## config.mk

```make
export PLATFORM = sky130hd
export DESIGN_NAME = frog_hopper
export DESIGN_NICKNAME = d
export VERILOG_FILES = /design/src/rtl/frog_hopper_pkg.sv /design/src/rtl/frog_dir_arbiter.sv /design/src/rtl/frog_hopper.sv
export SDC_FILE = /design/constraint.sdc
export NUM_CORES = 1
export LEC_CHECK = 0
export BUFFER_PORTS_ARGS = -buffer_cell sky130_fd_sc_hd__buf_2
export CAP_MARGIN = 20
export CORE_AREA = 2 2 139 141
export CTS_CLUSTER_DIAMETER = 150
export CTS_CLUSTER_SIZE = 24
export DETAILED_ROUTE_END_ITERATION = 6
export DIE_AREA = 0 0 141 143
export PLACE_DENSITY = 0.42
export SKIP_LAST_GASP = 1
export SLEW_MARGIN = 20
export SYNTH_ARGS = -nofsm -noshare
export SYNTH_HDL_FRONTEND = slang
export SYNTH_HIERARCHICAL = 1
export SYNTH_SLANG_ARGS = --single-unit
```

## constraint.sdc

```tcl
create_clock -name clk -period 7.1 [get_ports clk]
set_clock_uncertainty 0.05 [all_clocks]
set_input_delay 1.775 -clock clk [delete_from_list [all_inputs] [get_ports clk]]
set_output_delay 1.775 -clock clk [all_outputs]
set_load 0.01 [all_outputs]
```

## src/rtl/frog_hopper_pkg.sv

```systemverilog
// Shared definitions for the frog hopper: direction codes, FSM states and default geometry.
package frog_hopper_pkg;

    localparam logic [1:0] DIR_UP    = 2'd0;
    localparam logic [1:0] DIR_DOWN  = 2'd1;
    localparam logic [1:0] DIR_LEFT  = 2'd2;
    localparam logic [1:0] DIR_RIGHT = 2'd3;

    typedef enum logic {
        IDLE = 1'b0,
        HOP  = 1'b1
    } state_e;

    localparam int unsigned DEF_CELL     = 32;
    localparam int unsigned DEF_SCREEN_W = 640;
    localparam int unsigned DEF_SCREEN_H = 480;

    // Button vector bit order is {right, left, down, up}; up wins ties.
    function automatic logic [1:0] prio_dir(input logic [3:0] b);
        if (b[0]) begin
            return DIR_UP;
        end else if (b[1]) begin
            return DIR_DOWN;
        end else if (b[2]) begin
            return DIR_LEFT;
        end
        return DIR_RIGHT;
    endfunction

endpackage

```

## src/rtl/frog_dir_arbiter.sv

```systemverilog
// Turns debounced button levels into one-cycle hop requests: rising-edge presses plus
// hold-to-repeat after REPEAT_FRAMES frame ticks on the same highest-priority button.
module frog_dir_arbiter
    import frog_hopper_pkg::*;
#(
    parameter int unsigned REPEAT_FRAMES = 12
) (
    input  logic       clk,
    input  logic       reset,
    input  logic       frame_tick,
    input  logic [3:0] btn,
    input  logic       clear,
    output logic       req_valid,
    output logic [1:0] req_dir
);

    localparam int unsigned CntW = (REPEAT_FRAMES < 1) ? 1 : $clog2(REPEAT_FRAMES + 1);
    localparam logic [CntW-1:0] CntMax = CntW'(REPEAT_FRAMES);

    logic [3:0]      btn_q;
    logic [CntW-1:0] cnt_q, cnt_d;
    logic [3:0]      press;
    logic            same_held;
    logic            fire;

    always_comb begin
        press     = btn & ~btn_q;
        // The registered button copy doubles as last cycle's held direction.
        same_held = (|btn) && (|btn_q) && (prio_dir(btn) == prio_dir(btn_q));

        cnt_d = cnt_q;
        if (clear || !same_held) begin
            cnt_d = '0;
        end else if (frame_tick && (cnt_q != CntMax)) begin
            cnt_d = cnt_q + 1'b1;
        end

        fire      = same_held && (cnt_q == CntMax);
        req_valid = (|press) || fire;
        req_dir   = (|press) ? prio_dir(press) : prio_dir(btn);
    end

    always_ff @(posedge clk or posedge reset) begin
        if (reset) begin
            btn_q <= '0;
            cnt_q <= '0;
        end else begin
            btn_q <= btn;
            cnt_q <= cnt_d;
        end
    end

endmodule

```

## src/rtl/frog_hopper.sv

```systemverilog
// Grid-locked frog movement with per-frame hop animation, bounds, respawn and new-row pulses.
// Define FROG_WRAP_EN to let horizontal hops leave the playfield and wrap to the far edge.
module frog_hopper
    import frog_hopper_pkg::*;
#(
    parameter int unsigned CELL          = DEF_CELL,
    parameter int unsigned STEP          = 8,
    parameter int unsigned SCREEN_W      = DEF_SCREEN_W,
    parameter int unsigned SCREEN_H      = DEF_SCREEN_H,
    parameter int unsigned START_X       = 320,
    parameter int unsigned START_Y       = 448,
    parameter int unsigned COORD_W       = 10,
    parameter int unsigned REPEAT_FRAMES = 12
) (
    input  logic               clk,
    input  logic               reset,
    input  logic               frame_tick,
    input  logic               btn_up,
    input  logic               btn_down,
    input  logic               btn_left,
    input  logic               btn_right,
    input  logic               respawn,
    output logic [COORD_W-1:0] frog_x,
    output logic [COORD_W-1:0] frog_y,
    output logic [1:0]         facing,
    output logic               busy,
    output logic               hop_done,
    output logic               new_row
);

    // One extra sign bit so targets below zero and off-edge animation are representable.
    typedef logic signed [COORD_W:0] coord_t;

    localparam coord_t CellC   = coord_t'(CELL);
    localparam coord_t StepC   = coord_t'(STEP);
    localparam coord_t MaxX    = coord_t'(SCREEN_W - CELL);
    localparam coord_t MaxY    = coord_t'(SCREEN_H - CELL);
    localparam coord_t StartX  = coord_t'(START_X);
    localparam coord_t StartY  = coord_t'(START_Y);
    localparam coord_t ScreenW = coord_t'(SCREEN_W);
    localparam coord_t Zero    = coord_t'(0);

    state_e     state_q, state_d;
    coord_t     x_q, x_d, y_q, y_d;
    coord_t     tx_q, tx_d, ty_q, ty_d;
    coord_t     best_q, best_d;
    logic [1:0] facing_q, facing_d;
    logic       hop_done_q, hop_done_d;
    logic       new_row_q, new_row_d;

    logic       req_valid;
    logic [1:0] req_dir;
    logic       clear;
    coord_t     cand_x, cand_y, step_x, step_y;
    logic       x_ok, y_ok;

    frog_dir_arbiter #(
        .REPEAT_FRAMES(REPEAT_FRAMES)
    ) u_arbiter (
        .clk       (clk),
        .reset     (reset),
        .frame_tick(frame_tick),
        .btn       ({btn_right, btn_left, btn_down, btn_up}),
        .clear     (clear),
        .req_valid (req_valid),
        .req_dir   (req_dir)
    );

    always_comb begin
        cand_x = x_q;
        cand_y = y_q;
        unique case (req_dir)
            DIR_UP:    cand_y = y_q - CellC;
            DIR_DOWN:  cand_y = y_q + CellC;
            DIR_LEFT:  cand_x = x_q - CellC;
            DIR_RIGHT: cand_x = x_q + CellC;
        endcase

        y_ok = (cand_y >= Zero) && (cand_y <= MaxY);
`ifdef FROG_WRAP_EN
        x_ok = 1'b1;
`else
        x_ok = (cand_x >= Zero) && (cand_x <= MaxX);
`endif

        step_x = x_q;
        step_y = y_q;
        if (x_q != tx_q) begin
            step_x = (tx_q > x_q) ? x_q + StepC : x_q - StepC;
        end
        if (y_q != ty_q) begin
            step_y = (ty_q > y_q) ? y_q + StepC : y_q - StepC;
        end
    end

    always_comb begin
        state_d    = state_q;
        x_d        = x_q;
        y_d        = y_q;
        tx_d       = tx_q;
        ty_d       = ty_q;
        best_d     = best_q;
        facing_d   = facing_q;
        hop_done_d = 1'b0;
        new_row_d  = 1'b0;
        clear      = 1'b0;

        if (respawn) begin
            state_d = IDLE;
            x_d     = StartX;
            y_d     = StartY;
            tx_d    = StartX;
            ty_d    = StartY;
            best_d  = StartY;
            clear   = 1'b1;
        end else begin
            unique case (state_q)
                IDLE: begin
                    if (req_valid && x_ok && y_ok) begin
                        tx_d     = cand_x;
                        ty_d     = cand_y;
                        facing_d = req_dir;
                        state_d  = HOP;
                        clear    = 1'b1;
                    end
                end
                HOP: begin
                    if (frame_tick) begin
                        x_d = step_x;
                        y_d = step_y;
                        if ((step_x == tx_q) && (step_y == ty_q)) begin
                            state_d    = IDLE;
                            hop_done_d = 1'b1;
                            if (step_y < best_q) begin
                                best_d    = step_y;
                                new_row_d = 1'b1;
                            end
`ifdef FROG_WRAP_EN
                            if (step_x == -CellC) begin
                                x_d = MaxX;
                            end else if (step_x == ScreenW) begin
                                x_d = Zero;
                            end
`endif
                        end
                    end
                end
            endcase
        end
    end

    always_ff @(posedge clk or posedge reset) begin
        if (reset) begin
            state_q    <= IDLE;
            x_q        <= StartX;
            y_q        <= StartY;
            tx_q       <= StartX;
            ty_q       <= StartY;
            best_q     <= StartY;
            facing_q   <= DIR_UP;
            hop_done_q <= 1'b0;
            new_row_q  <= 1'b0;
        end else begin
            state_q    <= state_d;
            x_q        <= x_d;
            y_q        <= y_d;
            tx_q       <= tx_d;
            ty_q       <= ty_d;
            best_q     <= best_d;
            facing_q   <= facing_d;
            hop_done_q <= hop_done_d;
            new_row_q  <= new_row_d;
        end
    end

    assign frog_x   = x_q[COORD_W-1:0];
    assign frog_y   = y_q[COORD_W-1:0];
    assign facing   = facing_q;
    assign busy     = (state_q == HOP);
    assign hop_done = hop_done_q;
    assign new_row  = new_row_q;

endmodule

```

# ---- Word level (Yosys, flattened, before mapping)
# Cells that the tools add are included.
dict set report totals {
  reg_bits 68
  in_bits 8
  out_inout_bits 25
  elab_cells 131
}
dict set report classes {
  add_sub_neg 9
  order_cmp 7
  n_eq_ne 11
  muxes 63
  n_bitwise 4
  reduce_logical 26
}
# op count
set ops {}
lappend ops {{11-bit two-way mux} 21}
lappend ops {{11-bit one-hot mux with 2 select lines} 2}
lappend ops {{2-bit two-way mux} 13}
lappend ops {{1-bit two-way mux} 24}
lappend ops {{11-bit by 5-bit adder with 11-bit output, second input constant} 2}
lappend ops {{11-bit by 7-bit adder with 11-bit output, second input constant} 2}
lappend ops {{11-bit == test} 2}
lappend ops {{11-bit by 1-bit >= comparator with 1-bit output, second input constant} 2}
lappend ops {{11-bit > comparator} 2}
lappend ops {{11-bit inequality test} 2}
lappend ops {{11-bit by 5-bit subtractor with 11-bit output, second input constant} 2}
lappend ops {{11-bit by 7-bit subtractor with 11-bit output, second input constant} 2}
lappend ops {{2-bit nonzero test} 6}
lappend ops {{4-bit OR reduction} 3}
lappend ops {{11-bit by 10-bit <= comparator with 1-bit output, second input constant} 1}
lappend ops {{11-bit <= comparator, second input constant} 1}
lappend ops {{11-bit less-than comparator} 1}
lappend ops {{1-bit logical AND} 9}
lappend ops {{4-bit two-way mux} 2}
lappend ops {{4-bit by 1-bit adder with 4-bit output, second input constant} 1}
lappend ops {{4-bit AND} 1}
lappend ops {{2-bit == test, second input constant} 2}
lappend ops {{4-bit == test, second input constant} 1}
lappend ops {{4-bit inequality test, second input constant} 1}
lappend ops {{other kinds (12)} 15}

# ---- Depth between registers and ports, before layout
# Gate-level depths: netlist of run 1.
dict set report depth {
  depth_word 18
  depth_mapped 27
  mapped_depth_nobuf 25
}

# ---- By module
# The synthesis of run 1 kept the hierarchy.
# module instances cells_each area_each_um2 seq_area_each_um2
set modules_own_cells {}
lappend modules_own_cells {frog_hopper 1 571 4988.5 1392.6}
lappend modules_own_cells {frog_dir_arbiter 1 56 493.0 200.2}

# ---- Worst setup path before layout of run 1
# OpenSTA, ideal clock, no wires.
dict set report synth_timing {
  path_kind {input port to flip-flop}
  from {input btn_left}
  to {register ty_q[0]}
  setup_time_ps 132
  t_arrival_ps 5182
  t_required_ps 6918
  setup_slack_ps 1736
  path_stages 18
  path_buffers 3
  path_cell_list {nor2b_1 > nor2b_1 > o21ai_0 > and2_1 > buf_2 > buf_1 > nand2_1 > ha_1 > nor2b_1 > o21a_1 > or3_1 > a31oi_1 > a31o_2 > nand4_1 > nor4_4 > buf_4 > mux2i_1 > nor2_1}
}
dict set report synth_between {
  elab_chain_cells 14
  word_cells_on_any_way 36
  cone_classes {4 x order compare; 4 x eq/ne; 14 x mux; 1 x bitwise; 13 x reduce/logical}
}
# item line_no
set synth_rtl {}
lappend synth_rtl {{start, declared} frog_hopper.sv:20} ;# input logic btn_left,
lappend synth_rtl {{4-bit AND} frog_dir_arbiter.sv:27} ;# press = btn & ~btn_q;
lappend synth_rtl {{1-bit two-way mux} frog_hopper_pkg.sv:24} ;# end else if (b[2]) begin
lappend synth_rtl {{1-bit two-way mux} frog_hopper_pkg.sv:22} ;# end else if (b[1]) begin
lappend synth_rtl {{1-bit two-way mux} frog_hopper_pkg.sv:20} ;# if (b[0]) begin
lappend synth_rtl {{2-bit two-way mux} frog_hopper_pkg.sv:27} ;# return DIR_RIGHT;
lappend synth_rtl {{2-bit two-way mux *} frog_dir_arbiter.sv:40} ;# req_dir = (|press) ? prio_dir(press) : prio_dir(btn);
lappend synth_rtl {{net req_dir[1]} frog_hopper.sv:52} ;# logic [1:0] req_dir;
lappend synth_rtl {{2-bit == test} frog_hopper.sv:72} ;# unique case (req_dir)
lappend synth_rtl {{11-bit one-hot mux with 2 select lines} frog_hopper.sv:72}
lappend synth_rtl {{11-bit by 1-bit >= comparator with 1-bit output or 11-bit <= comparator (tied branches)} frog_hopper.sv:83} ;# x_ok = (cand_x >= Zero) && (cand_x <= MaxX);
lappend synth_rtl {{1-bit logical AND} frog_hopper.sv:83}
lappend synth_rtl {{1-bit logical AND (2 in a row)} frog_hopper.sv:119} ;# if (req_valid && x_ok && y_ok) begin
lappend synth_rtl {{2-bit nonzero test (no source line)} --}
lappend synth_rtl {{2-bit AND reduction (no source line)} --}
lappend synth_rtl {{end signal, assigned} frog_hopper.sv:158} ;# ty_q <= StartY;
lappend synth_rtl {{end signal, assigned} frog_hopper.sv:168} ;# ty_q <= ty_d;
lappend synth_rtl {{end, declared} frog_hopper.sv:45} ;# coord_t tx_q, tx_d, ty_q, ty_d;
# The timed path passes the listed nets; every way through them passes the cells marked *. The select of a mux whose other input is x is not followed.
# A chain may end at the register's enable or synchronous reset.

# ---- Final worst setup path of run 1
dict set report layout_timing {
  from {register y_q[6]}
  to {register best_q[2]}
}
dict set report layout_between {
  elab_chain_cells 8
  word_cells_on_any_way 17
  cone_classes {2 x add/sub; 2 x order compare; 2 x eq/ne; 7 x mux; 4 x reduce/logical}
}
# item line_no
set layout_rtl {}
lappend layout_rtl {{start, declared} frog_hopper.sv:44} ;# coord_t x_q, x_d, y_q, y_d;
lappend layout_rtl {{start signal, assigned} frog_hopper.sv:156} ;# y_q <= StartY;
lappend layout_rtl {{start signal, assigned} frog_hopper.sv:166} ;# y_q <= y_d;
lappend layout_rtl {{11-bit > comparator} frog_hopper.sv:92} ;# step_y = (ty_q > y_q) ? y_q + StepC : y_q - StepC;
lappend layout_rtl {{11-bit two-way mux} frog_hopper.sv:92}
lappend layout_rtl {{11-bit two-way mux *} frog_hopper.sv:91} ;# if (y_q != ty_q) begin
lappend layout_rtl {{branches (longest 5 deep; another with 11-bit less-than comparator)} --}
lappend layout_rtl {{end signal, assigned} frog_hopper.sv:159} ;# best_q <= StartY;
lappend layout_rtl {{end signal, assigned} frog_hopper.sv:169} ;# best_q <= best_d;
lappend layout_rtl {{end, declared} frog_hopper.sv:46} ;# coord_t best_q, best_d;
# Mark *: on every way between the ends. The select of a mux whose other input is x is not followed.

==> run_results.csv, run 1 <==
group,metric,value,unit
detailed_routing,wire_per_inst,17.4,µm
global_route,antenna_found_initial,0,
sta,period_needed,6.04,ns
sta,finalSetupTns,0,ns
critical_path,r2r_setup_slack,1.06,ns
placed_design,port_buffers,29,
yosys,muxShareOfSynthArea,0.0466,
floorplan,pin_count,33,
yosys,post_synth_fa_ha_maj_area_fraction,0.133,
sta,tightest_slew,0.866,ns
detailed_routing,via_per_inst,5.11,
detailed_routing,wirelength,15200,µm
clock_tree,cts_resized,0,
placed_design,gp_congestion,0.812,
clock_tree,clock_sinks,63,
job,max-cap-violations,0,
yosys,yosys-top-cells-area,"dfrtp_1 (23%), ha_1 (12%), dfstp_2 (6.2%)",
floorplan,die-height,143,µm
yosys,synth_seq_cells,63,
global_route,grt_pass1_wl,24600,µm
clock_tree,cts_buffer_depth,2,
status,status,"completed",
floorplan,die-area,20200,µm²
clock_tree,holdBufCountCts,0,
clock_tree,cts_buffers,9,
yosys,synth_cell_types,69,
critical_path,r2r_start,"y_q[6]$_DFFE_PP1P_",
clock_tree,htree_levels,3,
layout,nets,699,
floorplan,die_x,141,µm
critical_path,critPathRequiredTime,7.28,ns
yosys,synth_warnings,6,
yosys,synth_xor_xnor_area_share,0.0966,
yosys,yosys.area.top_type_share,0.228,
floorplan,core,18600,µm²
global_route,grtUsageMet1,0.201,
yosys,syn_inst,627,
clock_tree,tritoncts,"yes",
critical_path,path_max_fanout,11,
critical_path,critical_path.startpoint_type,"register",
critical_path,crit_path_start,"y_q[6]$_DFFE_PP1P_",
detailed_routing,detail-route-antenna-nets,0,
layout,drive_above_1_share,0.145,
yosys,synth-simple-area-share,0.193,
clock_tree,path_clk_slew,0.06,ns
sta,slew_headroom,0.418,
global_route,grt_overflow,0,
yosys,synth-compound-area-share,0.152,
layout,areaGrowthSynthToFinish,10.3,%
detailed_routing,drt_iter0_markers,337,
yosys,synth_area,5480,µm²
critical_path,crit_arrival,6.23,ns
critical_path,critPathKind,"reg -> reg",
floorplan,start_util,0.295,
layout,diodes,0,
detailed_routing,dr.pass1.iters,4,
sta,fin_crit_sh,0.851,
sta,maxSlewViolCount,0,
detailed_routing,drc,0,
sta,fmax,166,MHz
clock_tree,clkLatencyLatePin,0.35,ns
detailed_routing,num_vias,4465,
yosys,synth_top_area_cell,"dfrtp_1",
global_route,first_global_vias,4513,
clock_tree,cts_setup_buffers,0,
sta,rsz0062_at_grt,"no",
sta,finalHoldViolations,0,
sta,setup_violations,0,
sta,whs,0.480,ns
global_route,use_met2,0.267,
yosys,synth_seq_area_share,0.291,
hold_path,hold_class,"reg -> reg",
yosys,synth-async-reset-ratio,1.00,
global_route,busiest_layer,"met2",
global_route,grt_usage,0.159,
yosys,synth_edf_count,0,
placed_design,dpl.hpwl,11300,µm
global_route,use_met3,0.0355,
yosys,syn_area_per_cell,8.74,µm²
global_route,grt_max_degree,56,
yosys,synth_top_family_by_area,"simple AND/OR/NAND/NOR gates",
critical_path,cp-end-kind,"register",
yosys,synth_ff_type,"dfrtp_1",
floorplan,num_rows,50,
clock_tree,cts_root_buf,"clkbuf_16",
hold_path,hp-start,"ty_q[2]$_DFFE_PP0P_",
==> worst max-delay path, stage by stage (launching register included) <==
cell	delay, ns
dfstp_2	0.66
inv_1	0.18
ha_1	0.34
nand4_1	0.15
nor4_2	0.75
or2_2	0.36
ha_1	0.27
a21o_1	0.18
and4_1	0.22
nor2_1	0.09
o21a_1	0.21
xor2_1	0.19
mux2i_1	0.35
xnor2_1	0.19
inv_1	0.06
ha_1	0.29
nand2_1	0.05
a21oi_1	0.12
o211ai_1	0.14
and4bb_1	0.66
mux2_2	0.39
==> flip-flops by register name, summed over array words and instances (netlist names) <==
| name | cells |
|---|---|
| best_q | 11 |
| y_q | 11 |
| u_arbiter/btn_q | 4 |
| x_q | 8 |
| busy | 1 |
| tx_q | 9 |
| new_row | 1 |
| u_arbiter/cnt_q | 4 |
| facing | 2 |
| ty_q | 11 |
| hop_done | 1 |
==> cell type report <==
class / count / area (µm²)
tap: 234 / 293
fill: 1924 / 12500
timing repair buffer: 37 / 205
clock inverter: 3 / 67.6
multi-input combinational: 465 / 3420
sequential: 63 / 1590
clock buffer: 13 / 250
inverter: 59 / 221
==> routing by layer <==
layer | vias to the layer above | part of all wire
met4 | 0 | 0.024
met2 | 77 | 0.48
li1 | 2196 | -
met1 | 2168 | 0.46
met5 | - | 0
met3 | 24 | 0.033
==> layout by cell type (no fill, tap or decap), drive strengths merged, types with 9 or more instances in the layout <==
cell type and instances:
xor2 18, clkbuf 13, inv 58, nor2 41
nor2b 10, dfrtp 50, nand2 59, o22ai 9
a21oi 32, nor3 9, nand3 26, xnor2 31
nand2b 10, o21ai 28, ha 52, o211ai 10
buf 37, dfstp 13, mux2i 18
==> path summary, 6_finish.rpt <==
kind / to / cells past startpoint
worst min register to register: ty_q[2]$_DFFE_PP0P_ / 2
worst min-delay path: ty_q[2]$_DFFE_PP0P_ / 2
max in group asynchronous: x_q[4]$_DFFE_PP0P_ / 3
worst max register to register: best_q[2]$_DFFE_PP0P_ / 20
min in group asynchronous: u_arbiter/cnt_q[0]$_DFFE_PP0P_ / 2
worst max-delay path: best_q[2]$_DFFE_PP0P_ / 20
==> through the flow <==
step                std cells   util  worst slack (ns)  area (µm²)
floorplan                 629      -              1.74        5490
global placement          858  0.308              1.01        5730
detailed placement        858  0.308              1.03        5730
CTS                       874  0.325              1.00        6050
global route              874  0.325             0.468        6050
finish                    874  0.325              1.06        6050
==> cell usage after synthesis (all sizes together) (4+ instances only) <==
cell	number
nand2	59
inv	58
ha	52
dfrtp	50
nor2	41
a21oi	32
xnor2	31
buf	28
o21ai	28
nand3	26
mux2i	18
xor2	18
clkbuf	14
dfstp	13
nand2b	10
nor2b	10
o211ai	10
nor3	9
o22ai	9
a211oi	8
a21o	8
nand4	8
nor4	8
or3	7
mux2	6
a31oi	5
a31o	4
and2	4
fa	4
o2111ai	4
o22a	4
or2	4
or4	4
==> logic make-up after synthesis <==
family / count (synthesis)
simple gates: 202
xor+xnor: 53
mux: 24
fa+ha+maj: 56
buf+inv: 101
compound gates: 127
flops: 63
other cells: 1
Power of run 1 is not shown: default switching activity piles up to over one toggle a cycle in this logic, so the estimate is an artifact.
==> inputs of run 2 (changes only) <==
- REMOVE_ABC_BUFFERS: default -> 1
==> run_results.csv, run 2 (synthesis results as in run 1) <==
group,metric,value,unit
global_route,busiest_layer,"met2",
layout,areaGrowthSynthToFinish,10.4,%
detailed_routing,drt_iter0_markers,311,
layout,reg.largest.list,"best_q x11, ty_q x11, y_q x11",
critical_path,path_max_fanout,11,
critical_path,slowest_delay,0.64,ns
sta,fmax,171,MHz
global_route,use_met3,0.0369,
detailed_routing,wirelength,15300,µm
sta,whs,0.462,ns
clock_tree,tritoncts,"yes",
clock_tree,clock_sinks,63,
critical_path,crit_chain,"inv_1, ha_1, a211oi_1, o21bai_1, a21oi_1, o211ai_1, xor2_1, or2_2, ha_1, a21o_1, and4_1, nor2_1, o21a_1, xor2_1, mux2i_1, xnor2_1, inv_1, ha_1, nand2_1, a21oi_1, o211ai_1, and4bb_1, mux2_2",
sta,slew_headroom,0.485,
clock_tree,cts_buffers,9,
critical_path,critPathKind,"reg -> reg",
layout,diodes,0,
detailed_routing,num_vias,4435,
clock_tree,cts_root_buf,"clkbuf_16",
clock_tree,htree_levels,3,
sta,rsz0062_at_grt,"no",
hold_path,hold_class,"reg -> reg",
detailed_routing,drc,0,
layout,multi_input_area,3420,µm²
status,status,"completed",
sta,tightest_slew,0.772,ns
floorplan,num_rows,50,
clock_tree,holdBufCountCts,0,
floorplan,pin_count,33,
sta,period_needed,5.83,ns
layout,layout_commonest_cell,"nand2_1",
floorplan,die-height,143,µm
critical_path,critPathRequiredTime,7.29,ns
placed_design,placed_area,5740,µm²
layout,drive_above_1_share,0.150,
global_route,grt_overflow,0,
clock_tree,cts_resized,0,
layout,seq_area,1590,µm²
critical_path,cpMostUsedCell,"ha_1",
critical_path,cp-end-kind,"register",
layout,fin_area,6050,µm²
global_route,grt_usage,0.165,
sta,finalSetupTns,0,ns
clock_tree,clkLatencyLatePin,0.35,ns
job,max-cap-violations,0,
floorplan,die_x,141,µm
detailed_routing,wire_per_inst,17.5,µm
sta,finalHoldViolations,0,
sta,maxSlewViolCount,0,
sta,fin_crit_sh,0.822,
layout,nets,700,
detailed_routing,via_per_inst,5.07,
layout,layout_common_cells,"nand2_1 (59), inv_1 (55), ha_1 (52), dfrtp_1 (50), nor2_1 (41)",
detailed_routing,dr.pass1.iters,4,
layout,fillerInstances,1923,
placed_design,gp_congestion,0.868,
critical_path,crit_path_top_delay_cell,"and4bb_1",
placed_design,port_buffers,29,
global_route,grt_max_degree,56,
sta,setup_violations,0,
floorplan,die-area,20200,µm²
global_route,grt_pass1_wl,25300,µm
global_route,grtUsageMet1,0.210,
global_route,first_global_vias,4563,
clock_tree,cts_setup_buffers,0,
clock_tree,cts_buffer_depth,2,
placed_design,dpl.hpwl,11400,µm
clock_tree,path_clk_slew,0.06,ns
floorplan,start_util,0.295,
critical_path,crit_arrival,6.02,ns
global_route,use_met2,0.279,
detailed_routing,detail-route-antenna-nets,0,
global_route,antenna_found_initial,0,
critical_path,critical_path.startpoint_type,"register",
floorplan,core,18600,µm²
run 2: cell count changes in the layout (fill, tap and decap cells not counted):
cell	before	now
buf_4	8	9
clkbuf_1	3	1
clkinvlp_4	1	2
clkbuf_8	1	0
clkinv_2	0	2
run 2: worst paths after layout:
kind / start / end / slack, ns / depth (start not counted)
worst max-delay path: y_q[4]$_DFFE_PP0P_ / best_q[2]$_DFFE_PP0P_ / 1.27 / 23
worst min-delay path: facing[0]$_DFFE_PP0P_ / facing[0]$_DFFE_PP0P_ / 0.46 / 1
worst max register to register: y_q[4]$_DFFE_PP0P_ / best_q[2]$_DFFE_PP0P_ / 1.27 / 23
worst min register to register: facing[0]$_DFFE_PP0P_ / facing[0]$_DFFE_PP0P_ / 0.46 / 1
max in group asynchronous: reset / ty_q[2]$_DFFE_PP0P_ / 4.89 / 3
min in group asynchronous: reset / u_arbiter/cnt_q[3]$_DFFE_PP0P_ / 1.34 / 2
run 2: critical path, delay by kind of cell (launching register included):
kind                       cells  cell delay (ns)
and+or+nand+nor                5             1.38
AOI/OAI and AO/OA              8             1.32
adders and majority gates      3             0.98
muxes                          2             0.72
xor gates and xnor gates       3             0.59
DFF                            1             0.44
buffers and inverters          2             0.24
run 2: layout make-up:
class,count,area share
timing repair buffer,38,0.0352
clock inverter,6,0.0141
multi-input combinational,465,0.565
sequential,63,0.263
clock buffer,10,0.0378
inverter,59,0.0366
tap,234,0.0484
run 2: routing by layer:
metal,wire (µm),part of all wire,vias to the layer above
li1,-,-,2198
met1,7130,0.47,2133
met2,7280,0.48,85
met3,612,0.040,19
met4,283,0.018,0
met5,0,0,-
run 2: per-stage QoR:
stage,cells,utilization,setup slack [ns]
after floorplan,587,-,1.14
after global placement,859,0.309,1.34
after detailed placement,859,0.309,1.26
after CTS,875,0.326,1.24
after global routing,875,0.326,0.783
final,875,0.326,1.27
Power of run 2 is left out for the same reason.
